--- src/rtl/mem_stage.sv ---
// Memory stage of the 5-stage MIPS pipeline: X/M and M/W registers, data-memory handshake
// with timeout, byte load extension, byte store replication and M/W -> X/M store-data forwarding.
module mem_stage #(
   parameter int TIMEOUT_CYCLES = 64
) (
   input  logic        clock,
   input  logic        reset,
   input  logic        ex_valid,
   input  logic [31:0] ex_result,
   input  logic [31:0] ex_store_data,
   input  logic [4:0]  ex_rt,
   input  logic [4:0]  ex_dest_reg,
   input  logic        ex_reg_we,
   input  logic        ex_load,
   input  logic        ex_store,
   input  logic        ex_byte,
   input  logic        ex_ubyte,
   output logic        stall_out,
   output logic        mem_req,
   output logic        mem_wren,
   output logic [31:0] mem_addr,
   output logic [31:0] mem_wdata,
   output logic        mem_byte_only,
   input  logic        mem_ack,
   input  logic [31:0] mem_rdata,
   output logic        wb_valid,
   output logic        wb_reg_we,
   output logic [4:0]  wb_dest_reg,
   output logic [31:0] wb_data,
   output logic        bus_err
);

   // Buses are numbered [31:0] here; MSB-0 bit i is bit 31-i, so the byte offset is addr[1:0]
   // and offset 0 selects the most significant byte (big-endian).
   localparam logic [7:0] TMO = 8'(TIMEOUT_CYCLES);

   typedef struct packed {
      logic        valid;
      logic [31:0] result;
      logic [31:0] store_data;
      logic [4:0]  dest_reg;
      logic        reg_we;
      logic        load;
      logic        store;
      logic        byte_acc;
      logic        ubyte;
   } xm_t;

   typedef struct packed {
      logic        valid;
      logic        reg_we;
      logic [4:0]  dest_reg;
      logic [31:0] data;
   } mw_t;

   typedef enum logic {IDLE, WAIT} state_t;

   xm_t         xm, xm_n;
   mw_t         mw, mw_n;
   state_t      state, state_n;
   logic [7:0]  cnt, cnt_n;
   logic        mem_op, misalign, tmo_hit, issue, fwd;
   logic [7:0]  ld_byte;
   logic [31:0] ld_data;

   always_comb begin
      mem_op   = xm.valid & (xm.load | xm.store);
      misalign = mem_op & ~xm.byte_acc & (xm.result[1:0] != 2'b00);
      tmo_hit  = (state == WAIT) & (cnt == TMO);
      issue    = mem_op & ~misalign & ~tmo_hit;
   end

   assign mem_req       = issue;
   assign stall_out     = issue & ~mem_ack;
   assign bus_err       = mem_op & (misalign | tmo_hit);
   assign mem_wren      = issue & xm.store;
   assign mem_byte_only = issue & xm.byte_acc;
   assign mem_addr      = xm.result;
   assign mem_wdata     = xm.byte_acc ? {4{xm.store_data[7:0]}} : xm.store_data;

   assign wb_valid    = mw.valid;
   assign wb_reg_we   = mw.reg_we;
   assign wb_dest_reg = mw.dest_reg;
   assign wb_data     = mw.data;

   // Load result still sitting in M/W replaces the bypassed rt value of a store entering X/M.
   assign fwd = ex_store & mw.valid & mw.reg_we & (ex_rt == mw.dest_reg) & (mw.dest_reg != 5'd0);

   always_comb begin
      xm_n = xm;
      if (!stall_out) begin
         xm_n.valid      = ex_valid;
         xm_n.result     = ex_result;
         xm_n.store_data = fwd ? mw.data : ex_store_data;
         xm_n.dest_reg   = ex_dest_reg;
         xm_n.reg_we     = ex_reg_we;
         xm_n.load       = ex_load;
         xm_n.store      = ex_store;
         xm_n.byte_acc   = ex_byte;
         xm_n.ubyte      = ex_ubyte;
      end
   end

   always_comb begin
      case (xm.result[1:0])
         2'd0:    ld_byte = mem_rdata[31:24];
         2'd1:    ld_byte = mem_rdata[23:16];
         2'd2:    ld_byte = mem_rdata[15:8];
         default: ld_byte = mem_rdata[7:0];
      endcase
      if (xm.byte_acc)
         ld_data = {(xm.ubyte ? 24'd0 : {24{ld_byte[7]}}), ld_byte};
      else
         ld_data = mem_rdata;
   end

   // Stall, misalign and timeout cycles all push a bubble so each instruction writes back once.
   always_comb begin
      mw_n.valid    = xm.valid & (~mem_op | (issue & mem_ack));
      mw_n.reg_we   = mw_n.valid & xm.reg_we & ~xm.store;
      mw_n.dest_reg = xm.dest_reg;
      mw_n.data     = (mem_op & xm.load) ? ld_data : xm.result;
   end

   always_comb begin
      state_n = state;
      cnt_n   = cnt;
      case (state)
         IDLE: begin
            if (stall_out) begin
               state_n = WAIT;
               cnt_n   = 8'd1;
            end
         end
         WAIT: begin
            if (tmo_hit || (issue && mem_ack) || !mem_op) begin
               state_n = IDLE;
               cnt_n   = 8'd0;
            end else begin
               cnt_n = cnt + 8'd1;
            end
         end
         default: begin
            state_n = IDLE;
            cnt_n   = 8'd0;
         end
      endcase
   end

   always_ff @(posedge clock) begin
      if (reset) begin
         xm    <= '0;
         mw    <= '0;
         state <= IDLE;
         cnt   <= 8'd0;
      end else begin
         xm    <= xm_n;
         mw    <= mw_n;
         state <= state_n;
         cnt   <= cnt_n;
      end
   end

endmodule
--- config.mk ---
export PLATFORM = sky130hd
export DESIGN_NAME = mem_stage
export DESIGN_NICKNAME = d
export VERILOG_FILES = /design/src/rtl/mem_stage.sv
export SDC_FILE = /design/constraint.sdc
export NUM_CORES = 1
export LEC_CHECK = 0
export BUFFER_PORTS_ARGS = -buffer_cell sky130_fd_sc_hd__buf_4
export CAP_MARGIN = 10
export CORE_ASPECT_RATIO = 0.8
export CORE_MARGIN = 10
export CORE_UTILIZATION = 50
export CTS_BUF_LIST = sky130_fd_sc_hd__clkbuf_2 sky130_fd_sc_hd__clkbuf_4 sky130_fd_sc_hd__clkbuf_8
export DETAILED_ROUTE_END_ITERATION = 6
export GPL_TIMING_DRIVEN = 0
export PLACE_DENSITY = 0.81
export SYNTH_ARGS = -nofsm -noshare
export SYNTH_HDL_FRONTEND = slang
export SYNTH_SLANG_ARGS = --single-unit
--- constraint.sdc ---
create_clock -name clock -period 3 [get_ports clock]
set_input_delay 0.9 -clock clock [delete_from_list [all_inputs] [get_ports clock]]
set_output_delay 0.9 -clock clock [all_outputs]
set_load 0.02 [all_outputs]
==> results of run 1 <==
## worst paths after layout
path	startpoint	to	slack (ns)	cells after the start
worst max register to register	mem_addr[0]$_SDFFE_PP0N_	wb_data[25]$_SDFF_PP0_	0.72	4
worst min-delay path	mw_n[33]$_SDFFE_PP0N_	mw_n[33]$_SDFFE_PP0N_	0.45	2
worst max-delay path	cnt[2]$_SDFFE_PP0P_	stall_out	0.0003	5
worst min register to register	mw_n[33]$_SDFFE_PP0N_	mw_n[33]$_SDFFE_PP0N_	0.45	2
## metal layers
| metal | up-vias | wire length, µm |
|---|---|---|
| met5 | - | 0 |
| met4 | 0 | 465 |
| met3 | 45 | 2700 |
| met2 | 390 | 9890 |
| met1 | 2932 | 9710 |
| li1 | 3091 | - |
## report_power, final
part / total (mW) / switching [mW] / internal (mW) / leakage [nW]
Sequential: 1.80 / 0.0728 / 1.72 / 1.02
Combinational: 0.785 / 0.430 / 0.356 / 2.39
Clock: 1.46 / 0.674 / 0.784 / 0.200
Total: 4.04 / 1.18 / 2.86 / 3.61
## metrics by stage
step,util [%],hold WS [ns],total power [mW],setup WS [ns],cells
2_1_floorplan,-,0.427,2.22,0.263,739
3_3_place_gp,67.2,0.435,2.60,-0.0702,1109
3_5_place_dp,67.2,0.440,2.60,-0.0820,1109
4_1_cts,70.9,0.450,4.02,-0.0144,1142
5_1_grt,71.3,0.469,4.17,-0.0357,1144
6_report,71.3,0.448,4.04,0.000294,1144
## critical path, cell delays in order, from the launching register on
cell       delay (ns)
dfxtp_4          0.36
or4_4            0.55
o2111ai_4        0.29
inv_4            0.13
buf_6            0.17
buf_4            0.16
## layout by cell type, fill, tap and decap left out, types with 2 or more instances in the layout
| cell | Yosys | routed |
|---|---|---|
| a211oi_1 | 25 | 25 |
| a21oi_1 | 54 | 53 |
| a311oi_1 | 37 | 37 |
| a31oi_1 | 6 | 6 |
| and3_1 | 6 | 4 |
| and3_4 | 0 | 2 |
| buf_2 | 10 | 8 |
| buf_4 | 40 | 263 |
| buf_6 | 5 | 9 |
| bufinv_16 | 0 | 2 |
| clkbuf_1 | 50 | 47 |
| clkbuf_2 | 0 | 2 |
| clkbuf_4 | 0 | 3 |
| clkbuf_8 | 0 | 18 |
| clkinv_2 | 0 | 4 |
| clkinv_4 | 0 | 3 |
| clkinvlp_4 | 0 | 2 |
| dfxtp_1 | 123 | 120 |
| dfxtp_2 | 0 | 2 |
| ha_1 | 2 | 2 |
| inv_1 | 30 | 30 |
| mux2_2 | 7 | 7 |
| nand2_1 | 129 | 129 |
| nand2b_1 | 2 | 2 |
| nand3_1 | 11 | 11 |
| nand4_1 | 33 | 33 |
| nand4b_1 | 2 | 2 |
| nor2_1 | 61 | 61 |
| nor2b_1 | 5 | 5 |
| o211ai_1 | 2 | 2 |
| o21a_1 | 2 | 2 |
| o21ai_0 | 26 | 26 |
| o221ai_1 | 7 | 7 |
| o22a_1 | 7 | 7 |
| o31ai_1 | 32 | 32 |
| xnor2_1 | 4 | 4 |
## layout make-up
cell class                 count  area, µm²  share of cell area (%)
tap                          148        185                    2.25
sequential                   123       2470                    29.9
timing repair buffer         226       1710                    20.7
multi-input combinational    479       2760                    33.5
clock buffer                  21        270                    3.28
inverter                      31        119                    1.44
buffer                       105        613                    7.44
clock inverter                11        121                    1.47
## what timing repair did
action                                  CTS  global route
resized for setup                         9            12
hold buffers                              0             0
buffers inserted                          2             2
endpoints found under the setup margin   20            12
pin swaps                                 1             1
## cells by family after synthesis
logic type                 Yosys count  share of synthesized area [%]
DFF                                123                           41.6
adders and majority gates            2                          0.423
and+or+nand+nor                    259                           19.4
muxes                                9                           1.88
buffers and inverters              137                           12.1
AOI/OAI and AO/OA                  205                           24.0
xor gates and xnor gates             4                          0.592
==> results.py, run 1 <==
metrics = {
    "synth": {
        "post-synth-top-count-cell": "nand2_1",
        "synth.area.top_cells": "dfxtp_1 42%, nand2_1 8.2%, a311oi_1 5.5%",
        "synth.ff_latch_count": 123,
        "total_nets_after_synthesis": 856,
        "yosys-top-cells-count": "129 x nand2_1, 123 x dfxtp_1, 61 x nor2_1",
        "async_flop_share_pct": 0,
        "synth_flop_cell": "dfxtp_1",
        "seq_area_frac_synth_pct": 41.6,
        "post_synth_inst_count": 739,
        "area_share_of_the_largest_cell_type_after_synthesis_pct": 41.6,
        "synth_area_leader_cell": "dfxtp_1",
        "syn_avg_cell_area_um2": 8.01,
        "number_of_enable_flip_flop_cells_after_synthesis": 0,
        "ys_warn_count": 0,
        "yosysUniqueCellTypes": 46,
        "summed_instance_area_of_the_synthesized_netlist_um2": 5920,
    },
    "final_layout": {
        "area_delta_synth_final_pct": 39.3,
        "max_flop_register": "xm",
        "antenna_cells": 0,
        "largest_register_ffs": 38,
        "post_route_cells_drive_above_1_share_pct": 33.8,
        "fillers": 1015,
        "fin_area_um2": 8240,
        "post_layout_net_count": 1100,
    },
    "run_status": {
        "run_status": "finished, final reports clean",
    },
    "run": {
        "max_cap_violations": 0,
    },
    "route": {
        "totalWireLength_mm": 22.8,
        "avgViaCountPerCell": 5.65,
        "detailed_route_drc_error_count": 0,
        "detailroute.via_count": 6458,
        "wl_per_cell_um": 19.9,
        "drt_pre_antenna_iters": 7,
        "drt.antenna.violating_nets": 0,
        "detailedRoute.firstIterationViolations": 793,
    },
    "global_route": {
        "global_route.overflow_total": 0,
        "wire_length_of_the_first_global_routing_pass_mm": 34.3,
        "first_global_vias": 6230,
        "gr-usage-met2_pct": 38.1,
        "met1_usage_pct": 33.7,
        "grt_use_total_pct": 25.6,
        "grt-busiest-layer": "met2",
        "initial_antenna_violation_count": 0,
        "grt_util_met3_pct": 8.75,
        "grt_start_max_net_pins": 17,
    },
    "clock_network": {
        "cts-buffers-inserted": 17,
        "clk_latency_ns": 0.44,
        "clkTransAtPathRegs_ns": 0.07,
        "sink_count": 123,
        "clock_tree.root_cell": "clkbuf_8",
        "cts-htree-levels": 4,
        "maximum_clock_path_buffer_count": 2,
        "cts_tree": "built",
    },
    "timing": {
        "final_report_hold_violation_count": 0,
        "setup_tns_ns": 0,
        "timing_worst_slew_pin_value_ns": 0.658,
        "timing.final.max_slew_violations": 0,
        "grt_setup_unrepaired": "true",
        "period_minus_slack_ns": 3.00,
        "timing.final.setup_violations": 0,
        "fmaxAchievable_mhz": 333,
        "final.setup_skew_ns": 0.0132,
        "portion_of_the_clock_cycle_consumed_by_the_worst_path_in_the_final_layout_pct": 100,
        "relSlewSlack_pct": 56.1,
    },
    "critical_path": {
        "cp.required_ns": 2.10,
        "crit_path_end_kind": "primary output",
        "setup.worst_path.class": "reg -> out",
        "critical_path_start_type": "flop",
        "crit_arrival_ns": 2.10,
        "timing.critical_path.fanout_max": 10,
    },
    "pwr": {
        "leakagePower_nw": 3.61,
        "ir_drop_mv": 0.401,
        "power_density_nw_per_um2": 490,
    },
    "worst_hold_path": {
        "holdCritPathClass": "reg -> reg",
    },
    "placement": {
        "place.gp.congestion": 0.969,
        "placedInstanceArea_um2": 7770,
        "buffer_ports.inserted": 222,
        "dpl.hpwl_mm": 18.0,
    },
    "floorplan": {
        "die_height_um": 117,
        "boundaryPins": 223,
        "initial_core_utilization_pct": 51.2,
        "placementRows": 35,
        "die_width_um": 142,
        "die_area_um2": 16600,
        "core_area_um2": 11600,
    },
}
Power figures use the tool's default switching activity.
==> run 2, diff against run 1 <==
REMOVE_ABC_BUFFERS = 1   (was unset)
==> results.py, run 2 (same netlist as run 1, synthesis figures left out) <==
metrics = {
    "clock_network": {
        "maximum_clock_path_buffer_count": 2,
        "clock_tree.root_cell": "clkbuf_8",
        "cts-htree-levels": 4,
        "post_cts_hold_buffer_count": 0,
        "clkTransAtPathRegs_ns": 0.07,
        "sink_count": 123,
        "clk_latency_ns": 0.43,
        "cts-buffers-inserted": 17,
        "cts_tree": "built",
    },
    "route": {
        "totalWireLength_mm": 21.4,
        "detailed_route_drc_error_count": 0,
        "detailroute.via_count": 6114,
        "wl_per_cell_um": 20.3,
        "drt_pre_antenna_iters": 5,
        "avgViaCountPerCell": 5.80,
        "drt.antenna.violating_nets": 0,
        "detailedRoute.firstIterationViolations": 577,
    },
    "timing": {
        "fmaxAchievable_mhz": 340,
        "final.setup_skew_ns": 0.0136,
        "timing.final.setup_violations": 0,
        "relSlewSlack_pct": 29.1,
        "timing.final.max_slew_violations": 0,
        "final_report_hold_violation_count": 0,
        "period_minus_slack_ns": 2.94,
        "portion_of_the_clock_cycle_consumed_by_the_worst_path_in_the_final_layout_pct": 97.9,
        "timing_worst_slew_pin_value_ns": 1.06,
        "timing.final.ws_setup_ns": 0.0617,
    },
    "final_layout": {
        "mostFrequentLayoutCell": "buf_4",
        "max_flop_register": "xm",
        "fin_area_um2": 7990,
        "commonest_non_fill_non_tap_cells_in_the_layout": "226 x buf_4, 129 x nand2_1, 117 x dfxtp_1",
        "area_delta_synth_final_pct": 35.0,
        "antenna_cells": 0,
        "largest_register_ffs": 38,
        "post_route_cells_drive_above_1_share_pct": 33.1,
        "post_layout_net_count": 1010,
    },
    "floorplan": {
        "boundaryPins": 223,
        "core_area_um2": 11600,
        "initial_core_utilization_pct": 51.2,
        "die_width_um": 142,
        "die_height_um": 117,
        "die_area_um2": 16600,
        "placementRows": 35,
    },
    "global_route": {
        "wire_length_of_the_first_global_routing_pass_mm": 31.7,
        "grt_use_total_pct": 23.2,
        "initial_antenna_violation_count": 0,
        "global_route.overflow_total": 0,
        "grt_start_max_net_pins": 123,
        "first_global_vias": 5778,
    },
    "critical_path": {
        "critical_path_start_type": "flop",
        "cp.required_ns": 2.10,
        "crit_path_end_kind": "primary output",
        "crit_arrival_ns": 2.04,
        "setup.worst_path.class": "reg -> out",
        "timing.critical_path.fanout_max": 3,
    },
    "placement": {
        "place.gp.congestion": 0.841,
        "buffer_ports.inserted": 222,
        "placedInstanceArea_um2": 7380,
        "dpl.hpwl_mm": 14.2,
        "pre_cts_slack_ns": -0.959,
    },
    "pwr": {
        "leakagePower_nw": 3.42,
        "ir_drop_mv": 0.334,
        "power_density_nw_per_um2": 509,
    },
    "run_status": {
        "run_status": "finished, final reports clean",
    },
    "worst_hold_path": {
        "holdCritPathClass": "reg -> reg",
    },
    "run": {
        "max_cap_violations": 0,
    },
}
run 2: cell count changes in the layout (fill, tap and decap cells not counted), sizes merged:
cell      previous run  this run
inv                 31        32
buf                282       240
clkinv               7         5
clkbuf              70        18
bufinv               2         4
clkinvlp             2         5
run 2: layout make-up:
class,count,area [µm²]
repair buffers,240,1980
inverters,31,143
clock inverters,14,173
flip-flops and latches,123,2470
fillers,984,3570
repair inverters,1,8.76
well taps,148,185
multi-input cells,479,2780
clock buffers,18,241
run 2: worst max-delay path, cell delays in order (launching register included):
cell and delay (ns):
dfxtp_2 0.34, or4_4 0.57, or2_4 0.26, and3_4 0.17, and2_4 0.15, buf_6 0.12
run 2: repair_timing:
item                                    CTS  global route
gates cloned                              0             1
resized for setup                        15             4
endpoints found under the setup margin   81             4
pin swaps                                 3             3
buffers inserted                          5             2
run 2: path summary, 6_finish.rpt:
check	startpoint	end	slack, ns	depth (start not counted)
worst max-delay path	cnt[7]$_SDFFE_PP0P_	mem_wren	0.06	5
worst min-delay path	mw_n[34]$_SDFFE_PP0N_	mw_n[34]$_SDFFE_PP0N_	0.45	2
worst max register to register	xm[1]$_SDFFE_PP0N_	wb_data[4]$_SDFF_PP0_	0.56	4
worst min register to register	mw_n[34]$_SDFFE_PP0N_	mw_n[34]$_SDFFE_PP0N_	0.45	2
run 2: power by group:
| group | switching, mW | leakage, nW | internal, mW | total, mW |
|---|---|---|---|---|
| sequential | 0.0779 | 1.02 | 1.72 | 1.80 |
| combinational | 0.399 | 2.20 | 0.330 | 0.729 |
| clock | 0.705 | 0.195 | 0.833 | 1.54 |
run 2: per-stage QoR:
stage	cells	TNS, ns	utilization [%]	total power, mW	hold slack, ns
2_1_floorplan	633	-15.27	-	2.14	0.421
3_3_place_gp	1003	-119.83	62.0	2.51	0.436
3_5_place_dp	1012	-9.52	63.8	2.54	0.441
4_1_cts	1049	0	68.2	4.06	0.450
5_1_grt	1054	-0.00305	69.1	4.20	0.471
6_report	1054	0	69.1	4.07	0.445
run 2: per-layer routing:
| layer | track usage, % | routed length (µm) | up-vias |
|---|---|---|---|
| met3 | 6.49 | 2040 | 47 |
| met4 | 8.93 | 580 | 0 |
| met1 | 28.6 | 8710 | 2820 |
| met2 | 37.3 | 10100 | 341 |
| met5 | 0 | 0 | - |
| li1 | - | - | 2906 |
